## src/rtl/reg_cmd_pkg.sv

```systemverilog
// Shared types and constants for the register-bank command parser.
// REG_CMD_CHECKSUM_EN adds the checksum state to the frame FSM.
package reg_cmd_pkg;

    localparam logic [7:0] SYNC_BYTE_DEFAULT = 8'hA5;
    localparam logic [7:0] ADDR_REG1         = 8'h01;
    localparam logic [7:0] ADDR_REG2         = 8'h02;
    localparam logic [7:0] ADDR_REG3         = 8'h03;

`ifdef REG_CMD_CHECKSUM_EN
    typedef enum logic [1:0] {StIdle, StAddr, StData, StCsum} state_e;
`else
    typedef enum logic [1:0] {StIdle, StAddr, StData} state_e;
`endif

    // One-hot {reg3, reg2, reg1} select; zero for an unmapped address.
    function automatic logic [2:0] addr_to_sel(input logic [7:0] addr);
        logic [2:0] sel;
        case (addr)
            ADDR_REG1: sel = 3'b001;
            ADDR_REG2: sel = 3'b010;
            ADDR_REG3: sel = 3'b100;
            default:   sel = 3'b000;
        endcase
        return sel;
    endfunction

endpackage

```

## src/rtl/frame_timer.sv

```systemverilog
// Inter-byte watchdog: counts stalled cycles and pulses expire when the
// count would reach TIMEOUT. A clear in the same cycle always wins.
module frame_timer #(
    parameter int unsigned      TMO_W   = 16,
    parameter logic [TMO_W-1:0] TIMEOUT = TMO_W'(1000)
) (
    input  logic clk,
    input  logic rst,
    input  logic clear,
    input  logic enable,
    output logic expire
);

    localparam logic [TMO_W-1:0] LAST = TIMEOUT - TMO_W'(1);

    logic [TMO_W-1:0] count_q, count_d;

    always_comb begin
        expire  = enable && !clear && (count_q == LAST);
        count_d = count_q;
        if (clear || expire) begin
            count_d = '0;
        end else if (enable) begin
            count_d = count_q + TMO_W'(1);
        end
    end

    always_ff @(posedge clk or negedge rst) begin
        if (!rst) begin
            count_q <= '0;
        end else begin
            count_q <= count_d;
        end
    end

endmodule

```

## src/rtl/reg_cmd_parser.sv

```systemverilog
// Byte-stream front-end for the three-register write bank: sync/addr/data
// frames (plus checksum byte when REG_CMD_CHECKSUM_EN is defined).
module reg_cmd_parser
    import reg_cmd_pkg::*;
#(
    parameter logic [7:0]       SYNC_BYTE = SYNC_BYTE_DEFAULT,
    parameter int unsigned      TMO_W     = 16,
    parameter logic [TMO_W-1:0] TIMEOUT   = TMO_W'(1000)
) (
    input  logic       clk,
    input  logic       rst,
    input  logic       rx_valid,
    input  logic [7:0] rx_byte,
    output logic       my_wr,
    output logic       cs_reg1,
    output logic       cs_reg2,
    output logic       cs_reg3,
    output logic [7:0] data,
    output logic       busy,
    output logic       frame_err,
    output logic [7:0] err_count
);

    state_e     state_q, state_d;
    logic [7:0] addr_q, addr_d;
    logic       my_wr_q, my_wr_d;
    logic [2:0] cs_q, cs_d;
    logic [7:0] data_q, data_d;
    logic       frame_err_q, frame_err_d;
    logic [7:0] err_count_q, err_count_d;
`ifdef REG_CMD_CHECKSUM_EN
    logic [7:0] pend_q, pend_d;
`endif

    logic       frame_done;
    logic       frame_ok;
    logic [7:0] frame_byte;
    logic [2:0] sel;
    logic       err_event;
    logic       tmr_enable;
    logic       tmr_expire;

    assign tmr_enable = (state_q != StIdle) && !rx_valid;

    frame_timer #(
        .TMO_W   (TMO_W),
        .TIMEOUT (TIMEOUT)
    ) u_frame_timer (
        .clk    (clk),
        .rst    (rst),
        .clear  (rx_valid),
        .enable (tmr_enable),
        .expire (tmr_expire)
    );

    always_comb begin
        state_d     = state_q;
        addr_d      = addr_q;
        my_wr_d     = 1'b0;
        cs_d        = 3'b000;
        data_d      = data_q;
        frame_err_d = 1'b0;
        err_count_d = err_count_q;
        frame_done  = 1'b0;
        frame_ok    = 1'b0;
        frame_byte  = 8'h00;
        err_event   = 1'b0;
        sel         = addr_to_sel(addr_q);
`ifdef REG_CMD_CHECKSUM_EN
        pend_d      = pend_q;
`endif

        case (state_q)
            StIdle: begin
                if (rx_valid && (rx_byte == SYNC_BYTE)) begin
                    state_d = StAddr;
                end
            end
            StAddr: begin
                if (rx_valid) begin
                    addr_d  = rx_byte;
                    state_d = StData;
                end
            end
            StData: begin
                if (rx_valid) begin
`ifdef REG_CMD_CHECKSUM_EN
                    pend_d  = rx_byte;
                    state_d = StCsum;
`else
                    frame_done = 1'b1;
                    frame_ok   = 1'b1;
                    frame_byte = rx_byte;
                    state_d    = StIdle;
`endif
                end
            end
`ifdef REG_CMD_CHECKSUM_EN
            StCsum: begin
                if (rx_valid) begin
                    frame_done = 1'b1;
                    frame_ok   = (rx_byte == (SYNC_BYTE ^ addr_q ^ pend_q));
                    frame_byte = pend_q;
                    state_d    = StIdle;
                end
            end
`endif
            default: state_d = StIdle;
        endcase

        // Expiry only fires without rx_valid, so it never overlaps frame_done.
        if (tmr_expire) begin
            state_d   = StIdle;
            err_event = 1'b1;
        end

        if (frame_done) begin
            if (frame_ok && (sel != 3'b000)) begin
                my_wr_d = 1'b1;
                cs_d    = sel;
                data_d  = frame_byte;
            end else begin
                err_event = 1'b1;
            end
        end

        if (err_event) begin
            frame_err_d = 1'b1;
            if (err_count_q != 8'hFF) begin
                err_count_d = err_count_q + 8'd1;
            end
        end
    end

    always_ff @(posedge clk or negedge rst) begin
        if (!rst) begin
            state_q     <= StIdle;
            addr_q      <= 8'h00;
            my_wr_q     <= 1'b0;
            cs_q        <= 3'b000;
            data_q      <= 8'h00;
            frame_err_q <= 1'b0;
            err_count_q <= 8'h00;
`ifdef REG_CMD_CHECKSUM_EN
            pend_q      <= 8'h00;
`endif
        end else begin
            state_q     <= state_d;
            addr_q      <= addr_d;
            my_wr_q     <= my_wr_d;
            cs_q        <= cs_d;
            data_q      <= data_d;
            frame_err_q <= frame_err_d;
            err_count_q <= err_count_d;
`ifdef REG_CMD_CHECKSUM_EN
            pend_q      <= pend_d;
`endif
        end
    end

    assign my_wr     = my_wr_q;
    assign cs_reg1   = cs_q[0];
    assign cs_reg2   = cs_q[1];
    assign cs_reg3   = cs_q[2];
    assign data      = data_q;
    assign busy      = (state_q != StIdle);
    assign frame_err = frame_err_q;
    assign err_count = err_count_q;

endmodule
```

## config.mk

```make
export PLATFORM = sky130hd
export DESIGN_NAME = reg_cmd_parser
export DESIGN_NICKNAME = d
export VERILOG_FILES = /design/src/rtl/reg_cmd_pkg.sv /design/src/rtl/frame_timer.sv /design/src/rtl/reg_cmd_parser.sv
export SDC_FILE = /design/constraint.sdc
export NUM_CORES = 1
export LEC_CHECK = 0
export CAP_MARGIN = 20
export CORE_MARGIN = 4
export CORE_UTILIZATION = 45
export DETAILED_ROUTE_END_ITERATION = 10
export GPL_TIMING_DRIVEN = 0
export PLACE_DENSITY = 0.73
export SLEW_MARGIN = 20
export SYNTH_ARGS = -nofsm -noshare
export SYNTH_HDL_FRONTEND = slang
export SYNTH_SLANG_ARGS = --single-unit
```

## constraint.sdc

```tcl
create_clock -name clk -period 2.3 [get_ports clk]
set_input_delay 0.575 -clock clk [delete_from_list [all_inputs] [get_ports clk]]
set_output_delay 0.575 -clock clk [all_outputs]
set_load 0.05 [all_outputs]
```

Yosys cells after proc, flatten, opt, wreduce, memory -nomap -nowiden
Cells that the tools add are included. Widths: inputs -> output; s select.

Logic and storage cells: 56. Register bits: 47. Input port bits: 11.

Muxes and demuxes: 20. Equality and inequality tests: 11. Add/sub/neg operators: 2. Reductions and logical operators: 15.

Operator list (number): $mux 16 (2); $add 16x1->16 const B (1); $eq 16x10->1 const B (1); $eq 8x2->1 const B (2); $mux 8 (2); $ne 3x3->1 const B (3); $pmux 3 s3 (1); $add 8x1->8 const B (1); $eq 8x1->1 const B (1); $eq 8x8->1 const B (1); $mux 1 (8); $mux 2 (4); $ne 8x8->1 const B (1); $mux 3 (2); $pmux 2 s3 (1); $reduce_and 2->1 (3); $logic_and 1x1->1 (5); $reduce_bool 2->1 (2); $reduce_and 3->1 (1); $reduce_bool 3->1 (1); $eq 2x1->1 const B (1); $eq 2x2->1 const B (1); $logic_not 2->1 (1); $logic_not 1->1 (1); $logic_or 1x1->1 (1).

Longest topological paths before layout
Word-level depth: 8. Gate-level depth with buffers: 7. Mapped depth without buffers: 6.

By module
Synthesis repeated with hierarchy kept, for this count alone.

Cell total of the unflattened synthesis: 183. Area total of the unflattened synthesis: 2193.4 µm².

Modules (own cells, without submodules): reg_cmd_parser (instances 1, seq. area each 775.7 µm², area an instance 1351.3 µm², cells an instance 96); frame_timer (instances 1, seq. area each 400.4 µm², area an instance 842.1 µm², cells an instance 87).

Worst setup path after synthesis
OpenSTA, ideal clock, no wires.

Kind: input -> register. Start point: in rx_valid. End point: reg err_count_q[6], in the netlist err_count[6]. Slack: 0.465 ns. Buffers on the path: 0. Cell stages on the path: 5. Arrival: 1.708 ns. Required time: 2.172 ns. Cell sequence: nor4_1 and3_1 a21oi_4 nor4b_2 mux2_1.

Cells in the longest elaborated chain, start to end: 8. Elaborated cells on any way between the ends: 11. Those cells by class: mux (5); reduce/logical (6).

RTL lines: start, declared (RTL line reg_cmd_parser.sv:12) `input logic rx_valid,`; $logic_not 1->1 (RTL line frame_timer.sv:19, reg_cmd_parser.sv:43); $logic_and 1x1->1 (RTL line reg_cmd_parser.sv:43) `assign tmr_enable = (state_q != StIdle) && !rx_valid;`; $logic_and 1x1->1 (2 in series) (RTL line frame_timer.sv:19) `expire = enable && !clear && (count_q == LAST);`; $mux 1 (RTL line reg_cmd_parser.sv:112) `if (tmr_expire) begin`; $mux 1 (RTL line reg_cmd_parser.sv:118) `if (frame_ok && (sel != 3'b000)) begin`; $mux 1 * (RTL line reg_cmd_parser.sv:117) `if (frame_done) begin`; $reduce_and 2->1 (no line) *; end signal, assigned (RTL line reg_cmd_parser.sv:154) `err_count_q <= err_count_d;`; end, declared (RTL line reg_cmd_parser.sv:30) `logic [7:0] err_count_q, err_count_d;`.

Mark *: on every way between the ends. The rest lies on a longest branch, timed or not. A chain may end at the register's enable or synchronous reset.

Worst setup path in the final report
Start point: reg err_count_q[3], in the netlist err_count[3]. End point: out err_count[3].

RTL lines: end, declared (RTL line reg_cmd_parser.sv:21) `output logic [7:0] err_count`.

No word-level cell between the ends.

==> impl_metrics.csv <==
group,metric,value,unit
status,outcome,"complete, no violations",
floorplanning,ioPinCount,33,
finish,insertedDiodeCount,0,
cts,clockRootBuffer,"clkbuf_8",
critical_path,crit_path_start,"err_count[3]$_DFFE_PN0P_",
route,first_pass_iters,4,
logic_synthesis,synth_top_flop_cell,"dfrtp_1",
critical_path,cp_max_fo,5,
critical_path,path_buf_inv,1,
power,seq_power_share,57.0,%
global_routing,first_global_vias,1429,
power,total_power,1.52,mW
finish,multi_input_area,906,sq um
critical_path,cp_slowest_stage_delay,0.83,ns
logic_synthesis,yosys_warnings,0,
sta,final.setup.tns,0,ns
critical_path,path_delay_family,"buffers and inverters",
cts,htree_levels,2,
sta,hold_violations,0,
sta,tightest_slew,0.600,ns
finish,nFillCells,384,
critical_path,rr_startpoint,"addr_q[0]$_DFFE_PN0P_",
cts,cts.sinks,47,
critical_path,worstSetupEndpointType,"output pin",
logic_synthesis,synthAdderAreaFrac,1.19,%
floorplanning,dieArea,0.00583,sq mm
cts,cts_made_buffers,5,
logic_synthesis,synth.distinct_cells,30,
power,switching_share,24.9,%
finish,seq_area,0.00118,sq mm
logic_synthesis,synth_nets,192,
power,p_int,1.14,mW
logic_synthesis,ys_seq_area_share,56.0,%
logic_synthesis,syn-cell-area,0.00210,sq mm
sta,fmax,470,MHz
power,p_clk_share,32.9,%
floorplanning,die_h,76.3,microns
cts,postCtsSetupBuffers,0,
finish,drive_gt1_share,15.5,%
power,power_frac_comb,10.1,%
floorplanning,die_w,76.3,microns
power,p_leak,1.20,nW
finish,area_growth,23.7,%
finish,final_cell_count_no_fill,271,
logic_synthesis,syn_inst,179,
global_routing,grt_use_total,13.4,%
cts,clkTransAtPathRegs,0.08,ns
critical_path,cp_data_arrival_time,1.55,ns
global_routing,grt_max_degree,32,
logic_synthesis,syn_area_per_cell,11.7,sq um
finish,fin_util,58.5,%
sta,drv_slew,0,
sta,slew_headroom,60.0,%
power,p_switching,0.377,mW
logic_synthesis,synth_mux_area_share,9.65,%
finish,layout_common_cells,"dfrtp_1 (47), clkdlybuf4s50_1 (29), nor2_1 (19)",
critical_path,critical_path_required,1.73,ns
route,ant_nets,0,
finish,fin_nets,232,
logic_synthesis,ys_ff_latch,47,
sta,period_needed,2.13,ns
route,drt-initial-drc-count,117,
cts,cts_buffer_depth,2,
run,drv_cap,0,
place,hpwl,2680,microns
cts,cts_tree,"done",
floorplanning,core_area,0.00444,sq mm
place,dp.cells,264,
logic_synthesis,synth-simple-area-share,20.4,%
finish,final_common_cell,"dfrtp_1",
hold_path,hold_class,"in2async",
place,io_buffers,32,
logic_synthesis,synth_compound_area_share,3.16,%
sta,rsz0062_at_grt,"false",
sta,fin_skew,0.00435,ns
route,drc_errors,0,
global_routing,grt_pass1_wl,6420,microns
logic_synthesis,synth_top_family_by_area,"simple AND/OR/NAND/NOR gates",
power,ir_drop,0.000478,V
power,p_per_area,584,mW/mm^2
place,place_congestion,0.695,
route,vias_per_cell,5.25,
critical_path,cp_slowest_cell,"clkdlybuf4s50_1",
sta,setup_viol,0,
route,vias,1424,
critical_path,start_kind,"flop",
global_routing,overflow,0,
route,wire_per_inst,14.0,microns
logic_synthesis,async_flop_share,100,%
sta,fin_crit_sh,92.5,%
critical_path,crit_chain,"clkdlybuf4s50_1",
logic_synthesis,synth_edf_count,0,
floorplanning,initial_utilization,47.3,%
cts,worstSkewPairLatency,0.29,ns
global_routing,grt_antenna_before_repair,0,
floorplanning,row_count,24,
critical_path,worst-setup-path-type,"reg2out",
logic_synthesis,synth_xor_area_share,8.34,%
route,wl,3790,microns
[power by group through the flow]
stage                     sequential [mW]  clock, mW  combinational [mW]
after floorplan                     0.919          0              0.0390
after CTS                           0.865      0.510               0.157
final                               0.864      0.499               0.154
after detailed placement            0.881          0               0.157
after global placement              0.879          0               0.151
after global routing                0.867      0.549               0.166
[final timing paths]
check / endpoint / cells after the start / slack [ns]
max in group asynchronous: addr_q[6]$_DFFE_PN0P_ / 2 / 1.61
hold / removal: err_count[1]$_DFFE_PN0P_ / 1 / 0.20
setup / recovery: err_count[3] / 1 / 0.17
hold reg to reg: cs_q[0]$_DFF_PN0_ / 1 / 0.49
min in group clk: cs_q[0]$_DFF_PN0_ / 1 / 0.49
setup reg to reg: err_count[6]$_DFFE_PN0P_ / 5 / 0.38
[repair_timing]
action / 4_1_cts / 5_1_grt
endpoints found under the setup margin: 1 / 2
resized for setup: 2 / 3
pin swaps: 0 / 1
hold buffers: 0 / 0
[kinds of logic after synthesis]
family	count (synthesis)
fa+ha+maj	2
xor+xnor	20
simple gates	76
flops	47
mux	18
buf+inv	7
compound gates	9
[per-layer routing]
| layer | vias up | routed length, microns | global-route usage [%] |
|---|---|---|---|
| met5 | - | 0 | 0 |
| met4 | 0 | 41 | 3.08 |
| met3 | 7 | 148 | 4.73 |
| met2 | 27 | 1780 | 20.9 |
| met1 | 685 | 1820 | 18.1 |
| li1 | 705 | - | - |
[through the flow]
step | hold slack [ns] | area, sq um | setup slack (ns)
2_1_floorplan | 0.279 | 2100 | 0.465
3_3_place_gp | 0.458 | 2490 | -0.661
3_5_place_dp | 0.471 | 2500 | -0.266
4_1_cts | 0.210 | 2590 | 0.0471
5_1_grt | 0.212 | 2600 | 0.111
6_report | 0.204 | 2600 | 0.171
[sequential cells by signal, summed over array words and instances, names as in the netlist]
signal and flops:
data 8, cs_q 3, state_q 2, frame_err 1, u_frame_timer.count_q 16, err_count 8
my_wr 1, addr_q 8
[Yosys cell counts (3+ instances only)]
cell,count,area (sq um)
nand4_1,5,31.3
mux2_2,16,180
dfrtp_1,47,1180
nor2_1,20,75.1
nand2_1,12,45.0
nor4_1,3,18.8
nand3_1,11,55.1
xnor2_1,3,26.3
and3_1,6,37.5
inv_1,5,18.8
xor2_1,17,149
nor3_1,5,25.0
a21oi_1,6,30.0
[area by class of cell]
type,instances,share of cell area [%]
sequential,47,45.3
multi-input combinational,125,34.9
timing repair buffer,33,13.0
clock buffer,6,3.18
tap,52,2.50
inverter,5,0.722
buffer,2,0.337
clock inverter,1,0.193
Note: power is estimated with default switching activity, not from simulation.
